==> config.mk <==
export PLATFORM = sky130hd
export DESIGN_NAME = draw_cat_sprite
export DESIGN_NICKNAME = d
export VERILOG_FILES = /design/src/rtl/cat_pkg.sv /design/src/rtl/signal_delay.sv /design/src/rtl/draw_cat_sprite.sv
export SDC_FILE = /design/constraint.sdc
export NUM_CORES = 1
export LEC_CHECK = 0
export BUFFER_PORTS_ARGS = -buffer_cell sky130_fd_sc_hd__clkbuf_2
export CORE_ASPECT_RATIO = 1.75
export CORE_UTILIZATION = 51
export DETAILED_ROUTE_END_ITERATION = 16
export GPL_TIMING_DRIVEN = 0
export PLACE_DENSITY = 0.79
export SYNTH_ARGS = -nofsm -noshare
export SYNTH_HDL_FRONTEND = slang
export SYNTH_SLANG_ARGS = --single-unit
==> constraint.sdc <==
create_clock -name clk60MHz -period 3.4 [get_ports clk60MHz]
set_input_delay 0.51 -clock clk60MHz [delete_from_list [all_inputs] [get_ports clk60MHz]]
set_output_delay 0.51 -clock clk60MHz [all_outputs]
set_load 0.1 [all_outputs]
==> src/rtl/cat_pkg.sv <==
// ---------------------------------------------------------------------------
// cat_pkg
// Shared definitions for the cat sprite draw stage.
//   SPRITE_SIZE  : sprite edge length in pixels (address map assumes 64)
//   CAT_FRAMES   : number of animation frames held in the pixel ROM
//   KEY_COLOR    : ROM pixel value that is treated as transparent
//   anim_state_t : animation FSM states
//   vga_if_t     : one beat of the VGA timing/pixel bus
//   sprite_addr  : ROM address for a beam position relative to the sprite
// ---------------------------------------------------------------------------
package cat_pkg;

  localparam int          SPRITE_SIZE = 64;
  localparam int          CAT_FRAMES  = 4;
  localparam logic [11:0] KEY_COLOR   = 12'h0F0;

  typedef enum logic {
    ST_IDLE = 1'b0,
    ST_WALK = 1'b1
  } anim_state_t;

  typedef struct packed {
    logic [10:0] vcount;
    logic [10:0] hcount;
    logic        vsync;
    logic        hsync;
    logic        vblnk;
    logic        hblnk;
    logic [11:0] rgb;
  } vga_if_t;

  // Offsets are taken modulo 64; outside the sprite box the value is
  // meaningless and is masked by the in-box flag downstream.
  function automatic logic [11:0] sprite_addr(input logic [10:0] cnt_h,
                                              input logic [10:0] cnt_v,
                                              input logic [11:0] pos_x,
                                              input logic [11:0] pos_y);
    logic [11:0] dx;
    logic [11:0] dy;
    dx = {1'b0, cnt_h} - pos_x;
    dy = {1'b0, cnt_v} - pos_y;
    return {dy[5:0], dx[5:0]};
  endfunction

endpackage

==> src/rtl/signal_delay.sv <==
// ---------------------------------------------------------------------------
// signal_delay
// Generic shift pipeline with synchronous active-high reset. Every bit of
// i_din appears on o_dout exactly CLK_DEL clocks later; reset clears all
// stages so nothing stale leaks out after a flush.
//   i_clk  : clock
//   i_rst  : synchronous reset, active high
//   i_din  : WIDTH-bit input word
//   o_dout : WIDTH-bit word delayed by CLK_DEL clocks
// ---------------------------------------------------------------------------
module signal_delay #(
  parameter int WIDTH   = 8,
  parameter int CLK_DEL = 1
) (
  input  logic             i_clk,
  input  logic             i_rst,
  input  logic [WIDTH-1:0] i_din,
  output logic [WIDTH-1:0] o_dout
);

  logic [WIDTH-1:0] r_pipe [CLK_DEL];

  always_ff @(posedge i_clk) begin
    if (i_rst) begin
      for (int i = 0; i < CLK_DEL; i++) begin
        r_pipe[i] <= '0;
      end
    end else begin
      r_pipe[0] <= i_din;
      for (int i = 1; i < CLK_DEL; i++) begin
        r_pipe[i] <= r_pipe[i-1];
      end
    end
  end

  assign o_dout = r_pipe[CLK_DEL-1];

endmodule

==> src/rtl/draw_cat_sprite.sv <==
// ---------------------------------------------------------------------------
// draw_cat_sprite
// Overlays one animated 64x64 cat sprite on the VGA pixel stream.
//   Stage 1 : registers the ROM address and the in-box flag.
//   Stage 2 : the external ROM registers its four per-frame pixels; the VGA
//             bus and the in-box flag are delayed alongside.
//   Stage 3 : registers the overlaid bus (key colour is transparent).
// The animation FSM advances only on vsync rising edges, so the displayed
// frame never changes mid-frame.
//
// Handshake: there is none. Every input is consumed on every clock and every
// output is valid every clock; the ROM must return data exactly one clock
// after address.
//
// Ports
//   clk60MHz, rst                      : pixel clock, sync active-high reset
//   vcount_in, hcount_in (11)          : beam position
//   vsync_in, hsync_in, vblnk_in, hblnk_in : VGA timing
//   rgb_in (12)                        : background pixel
//   xpos, ypos (12)                    : sprite top-left corner
//   walking                            : animation enable, sampled at vsync edge
//   address (12)                       : ROM address {dy[5:0], dx[5:0]}
//   rom_rgb0..rom_rgb3 (12)            : ROM pixel per animation frame
//   *_out                              : VGA bus delayed by 3 clocks, overlaid
//   dbg_state                          : 1 while the animation FSM is in WALK
//   dbg_frame_disp (2)                 : animation frame currently displayed
// ---------------------------------------------------------------------------
module draw_cat_sprite #(
  parameter int          SPRITE_SIZE = cat_pkg::SPRITE_SIZE,
  parameter int          FRAME_HOLD  = 15,
  parameter logic [11:0] KEY_COLOR   = cat_pkg::KEY_COLOR
) (
  input  logic        clk60MHz,
  input  logic        rst,
  input  logic [10:0] vcount_in,
  input  logic [10:0] hcount_in,
  input  logic        vsync_in,
  input  logic        hsync_in,
  input  logic        vblnk_in,
  input  logic        hblnk_in,
  input  logic [11:0] rgb_in,
  input  logic [11:0] xpos,
  input  logic [11:0] ypos,
  input  logic        walking,
  output logic [11:0] address,
  input  logic [11:0] rom_rgb0,
  input  logic [11:0] rom_rgb1,
  input  logic [11:0] rom_rgb2,
  input  logic [11:0] rom_rgb3,
  output logic [10:0] vcount_out,
  output logic [10:0] hcount_out,
  output logic        vsync_out,
  output logic        hsync_out,
  output logic        vblnk_out,
  output logic        hblnk_out,
  output logic [11:0] rgb_out,
  output logic        dbg_state,
  output logic [1:0]  dbg_frame_disp
);

  import cat_pkg::vga_if_t;
  import cat_pkg::anim_state_t;
  import cat_pkg::ST_IDLE;
  import cat_pkg::ST_WALK;

  localparam logic [7:0] HOLD_LAST  = 8'(FRAME_HOLD - 1);
  localparam logic [1:0] FRAME_LAST = 2'(cat_pkg::CAT_FRAMES - 1);

  // ---------------- input bus ----------------
  vga_if_t w_bus_in;
  vga_if_t w_bus2;
  vga_if_t r_out;

  assign w_bus_in.vcount = vcount_in;
  assign w_bus_in.hcount = hcount_in;
  assign w_bus_in.vsync  = vsync_in;
  assign w_bus_in.hsync  = hsync_in;
  assign w_bus_in.vblnk  = vblnk_in;
  assign w_bus_in.hblnk  = hblnk_in;
  assign w_bus_in.rgb    = rgb_in;

  // Timing bus rides two stages so it lines up with the ROM data.
  signal_delay #(
    .WIDTH   ($bits(vga_if_t)),
    .CLK_DEL (2)
  ) u_bus_delay (
    .i_clk  (clk60MHz),
    .i_rst  (rst),
    .i_din  (w_bus_in),
    .o_dout (w_bus2)
  );

  // ---------------- stage 1: address and box test ----------------
  // 13-bit compares so that xpos+SPRITE_SIZE cannot wrap; a sprite hanging
  // off the right edge is clipped rather than wrapped to column 0.
  logic [12:0] w_h13;
  logic [12:0] w_v13;
  logic [12:0] w_x13;
  logic [12:0] w_y13;
  logic        w_in_x;
  logic        w_in_y;
  logic        w_inbox0;

  assign w_h13    = {2'b00, hcount_in};
  assign w_v13    = {2'b00, vcount_in};
  assign w_x13    = {1'b0, xpos};
  assign w_y13    = {1'b0, ypos};
  assign w_in_x   = (w_h13 >= w_x13) && (w_h13 < w_x13 + 13'(SPRITE_SIZE));
  assign w_in_y   = (w_v13 >= w_y13) && (w_v13 < w_y13 + 13'(SPRITE_SIZE));
  assign w_inbox0 = w_in_x && w_in_y && !vblnk_in && !hblnk_in;

  logic [11:0] r_address;
  logic        r_inbox1;
  logic        r_inbox2;

  always_ff @(posedge clk60MHz) begin
    if (rst) begin
      r_address <= '0;
      r_inbox1  <= 1'b0;
      r_inbox2  <= 1'b0;
    end else begin
      r_address <= cat_pkg::sprite_addr(hcount_in, vcount_in, xpos, ypos);
      r_inbox1  <= w_inbox0;
      r_inbox2  <= r_inbox1;
    end
  end

  assign address = r_address;

  // ---------------- animation FSM ----------------
  anim_state_t r_state;
  logic [1:0]  r_frame;
  logic [1:0]  r_frame_disp;
  logic [7:0]  r_hold;
  logic        r_vsync_q;
  logic        w_vs_rise;
  logic [1:0]  w_frame_inc;

  assign w_vs_rise   = vsync_in & ~r_vsync_q;
  assign w_frame_inc = (r_frame == FRAME_LAST) ? 2'd0 : r_frame + 2'd1;

  // frame_disp is written together with frame, and only on a vsync edge,
  // so it always shows the frame chosen for the frame now starting.
  always_ff @(posedge clk60MHz) begin
    if (rst) begin
      r_state      <= ST_IDLE;
      r_frame      <= '0;
      r_frame_disp <= '0;
      r_hold       <= '0;
      r_vsync_q    <= 1'b0;
    end else begin
      r_vsync_q <= vsync_in;
      if (w_vs_rise) begin
        case (r_state)
          ST_IDLE: begin
            r_frame      <= '0;
            r_frame_disp <= '0;
            r_hold       <= '0;
            if (walking) begin
              r_state <= ST_WALK;
            end
          end
          ST_WALK: begin
            if (!walking) begin
              r_state      <= ST_IDLE;
              r_frame      <= '0;
              r_frame_disp <= '0;
              r_hold       <= '0;
            end else if (r_hold == HOLD_LAST) begin
              r_hold       <= '0;
              r_frame      <= w_frame_inc;
              r_frame_disp <= w_frame_inc;
            end else begin
              r_hold       <= r_hold + 8'd1;
              r_frame_disp <= r_frame;
            end
          end
        endcase
      end
    end
  end

  assign dbg_state      = (r_state == ST_WALK);
  assign dbg_frame_disp = r_frame_disp;

  // ---------------- stage 3: overlay ----------------
  logic [11:0] w_sel;

  always_comb begin
    w_sel = rom_rgb0;
    case (r_frame_disp)
      2'd1:    w_sel = rom_rgb1;
      2'd2:    w_sel = rom_rgb2;
      2'd3:    w_sel = rom_rgb3;
      default: w_sel = rom_rgb0;
    endcase
  end

  always_ff @(posedge clk60MHz) begin
    if (rst) begin
      r_out <= '0;
    end else begin
      r_out <= w_bus2;
      if (r_inbox2 && (w_sel != KEY_COLOR)) begin
        r_out.rgb <= w_sel;
      end
    end
  end

  assign vcount_out = r_out.vcount;
  assign hcount_out = r_out.hcount;
  assign vsync_out  = r_out.vsync;
  assign hsync_out  = r_out.hsync;
  assign vblnk_out  = r_out.vblnk;
  assign hblnk_out  = r_out.hblnk;
  assign rgb_out    = r_out.rgb;

endmodule

==> flow_metrics.tcl <==
set metrics [dict create \
    outcome "completed" \
    antenna_left 0 \
    ys_seq_area_share_pct 50.4 \
    die_w_um 80.6 \
    grt_setup_unrepaired "false" \
    worstReg2RegStart "dbg_frame_disp[1]" \
    finalCriticalPeriod_ns 2.76 \
    end_kind "register" \
    hold_depth 2 \
    ios 166 \
    grt_pass1_wl_um 19400 \
    crit_chain "inv_1 > ha_1 > buf_6 > a222oi_1 > nand2_1 > o21a_1 > o41ai_4 > mux2i_1 > nor2_1" \
    clk_pin_slew_ns 0.06 \
    cp_slowest_cell "o41ai_4" \
    final_hold_viol_count 0 \
    irDropWorstVdd_mv 0.369 \
    final_area_um2 7110 \
    ys.flop_type "dfxtp_1" \
    required_ns 3.66 \
    synth.distinct_cells 47 \
    p_per_area_nw_per_um2 582 \
    fin_crit_sh_pct 81.2 \
    numCtsBuffers 17 \
    vias_per_cell 5.09 \
    syn_avg_cell_area_um2 9.84 \
    critPathCapture "rgb_out[4]" \
    setup_viol 0 \
    final_net_count 900 \
    antenna_found_initial 0 \
    r2r-end "rgb_out[4]" \
    clk_latency_ns 0.40 \
    p_leak_nw 3.31 \
    postCtsSetupRepairBufs 0 \
    overflow 0 \
    criticalPathCategory "register to register" \
    startpoint_type "register" \
    synth-seq-cells 139 \
    whs_ns 0.324 \
    cts_hold_buffers 0 \
    dp_hpwl_um 9760 \
    drcViolationCount 0 \
    fp.coreArea_um2 10400 \
    grt_pass1_vias 4497 \
    clock_path_buffers 2 \
    tritoncts "built" \
    layout_commonest_cell "clkbuf_2" \
    finClkSkew_ns 0.00640 \
    slew_viol_final 0 \
    syn_nets 716 \
    tns_ns 0 \
    grt_start_max_net_pins 17 \
    cts.repair.resized 0 \
    setup_slack_ns 0.639 \
    placed_area_um2 6500 \
    final_cells 885 \
    slew_headroom_pct 54.7 \
    dieArea_um2 11300 \
    place.gp.congestion 0.861 \
    worst_pin_slew_ns 0.679 \
    root_buffer "clkbuf_16" \
    cap_violations 0 \
    dpl_worst_slack_ns 0.606 \
    die_h_um 140 \
    wire_per_inst_um 14.0 \
    netlist_area_um2 5520 \
    critPathMaxFanout 10 \
    ys_warn_count 0 \
    first_iter_violations 112 \
    synth_edf_count 0 \
    cts_htree_levels 4 \
    area_growth_syn_to_layout_pct 28.8 \
    post_synth_inst_count 561 \
    totalWireLength_um 12400 \
    fmax_mhz 362 \
    hold_class "input pin to register" \
    dp.cells 853 \
    ys_async_sr_fraction_pct 0 \
    io_buffers 165 \
    layout_common_cells "clkbuf_2, dfxtp_1, nor2b_1" \
    drive_gt1_share_pct 27.0 \
    cp.arrival_ns 3.02 \
    insertedDiodeCount 0 \
    timing.critical_path.from "dbg_frame_disp[1]" \
    start_util_pct 53.0 \
    cts.sinks 139 \
    reg2regPathDepth 9 \
    dr.pass1.iters 6 \
    vias 4508 \
    reg2reg_slack_ns 0.64 \
    slowest_delay_ns 0.66 \
    rows 49 \
    grtUsageTotal_pct 22.9 \
]
report_power, final:
part | internal, mW | switching, mW
Clock | 1.18 | 0.637
Sequential | 1.70 | 0.0198
Combinational | 0.182 | 0.409
Total | 3.07 | 1.07
cell type report:
cell class              count  area (um^2)
well taps                 127          159
clock inverters            12          146
clock buffers              20          457
multi-input cells         365         2510
fillers                   837         3310
inverters                  34          128
repair buffers            165          826
flip-flops and latches    139         2780
plain buffers              23          104
worst max-delay path: cells and delay by family (launching register included):
family / cells / cell delay [ns]
adder cells (fa/ha/maj): 1 / 0.23
flip-flops: 1 / 0.40
AND/OR/NAND/NOR: 2 / 0.19
multiplexers: 1 / 0.26
AO/OA/AOI/OAI: 3 / 1.29
buffers and inverters: 2 / 0.25
cells in the mapped netlist (6+ instances only):
cell | instances | area share [%]
a21oi_1 | 26 | 2.4
a222oi_1 | 6 | 1.1
a22oi_1 | 8 | 1.1
clkbuf_1 | 18 | 1.2
dfxtp_1 | 139 | 50
ha_1 | 40 | 9.1
inv_1 | 33 | 2.2
nand2_1 | 22 | 1.5
nand3_1 | 7 | 0.63
nand4_1 | 9 | 1.0
nor2_1 | 45 | 3.1
nor2b_1 | 109 | 12
nor3_1 | 8 | 0.73
o21ai_0 | 13 | 1.2
o2bb2ai_1 | 6 | 0.95
xnor2_1 | 9 | 1.4
xor2_1 | 7 | 1.1
logic make-up (layout without fill, tap and decap cells):
logic type	after synthesis	in the layout	share of synthesized area (%)
compound gates	89	89	11.3
flops	139	139	50.4
simple gates	213	213	20.9
mux	5	5	0.907
buf+inv	57	254	4.19
xor+xnor	16	16	2.54
fa+ha+maj	42	42	9.79
state kept, by name (all words and copies together) (netlist names):
signal              count
address                12
hcount_out             11
dbg_state               1
vblnk_out               1
hblnk_out               1
dbg_frame_disp          2
rgb_out                12
r_hold                  8
u_bus_delay.r_pipe     76
vsync_out               1
r_inbox1                1
vcount_out             11
hsync_out               1
r_inbox2                1
how the worst min path moves through the flow:
stage                                   start                         to
detailed placement  u_bus_delay.r_pipe[0][71]              vcount_out[6]
floorplan           u_bus_delay.r_pipe[0][50]                  hblnk_out
finish                              rgb_in[4]   u_bus_delay.r_pipe[0][4]
CTS                                 rgb_in[8]   u_bus_delay.r_pipe[0][8]
global placement    u_bus_delay.r_pipe[0][19]  u_bus_delay.r_pipe[0][57]
global route                         hsync_in  u_bus_delay.r_pipe[0][14]
layer usage:
layer	wire [um]	vias to the layer above	GRT usage (%)	part of all wire, %
li1	-	2254	-	-
met1	4310	2077	19.2	35
met2	7080	150	45.9	57
met3	665	27	6.56	5.3
met4	380	0	11.1	3.1
met5	0	-	0	0
stage by stage:
stage / total power [mW] / utilization [%]
after floorplan: 2.18 / -
after global placement: 2.33 / 62.4
after detailed placement: 2.35 / 62.4
after CTS: 4.16 / 68.2
after global routing: 4.30 / 68.2
final: 4.13 / 68.2
Note: power is estimated with default switching activity, not from simulation.
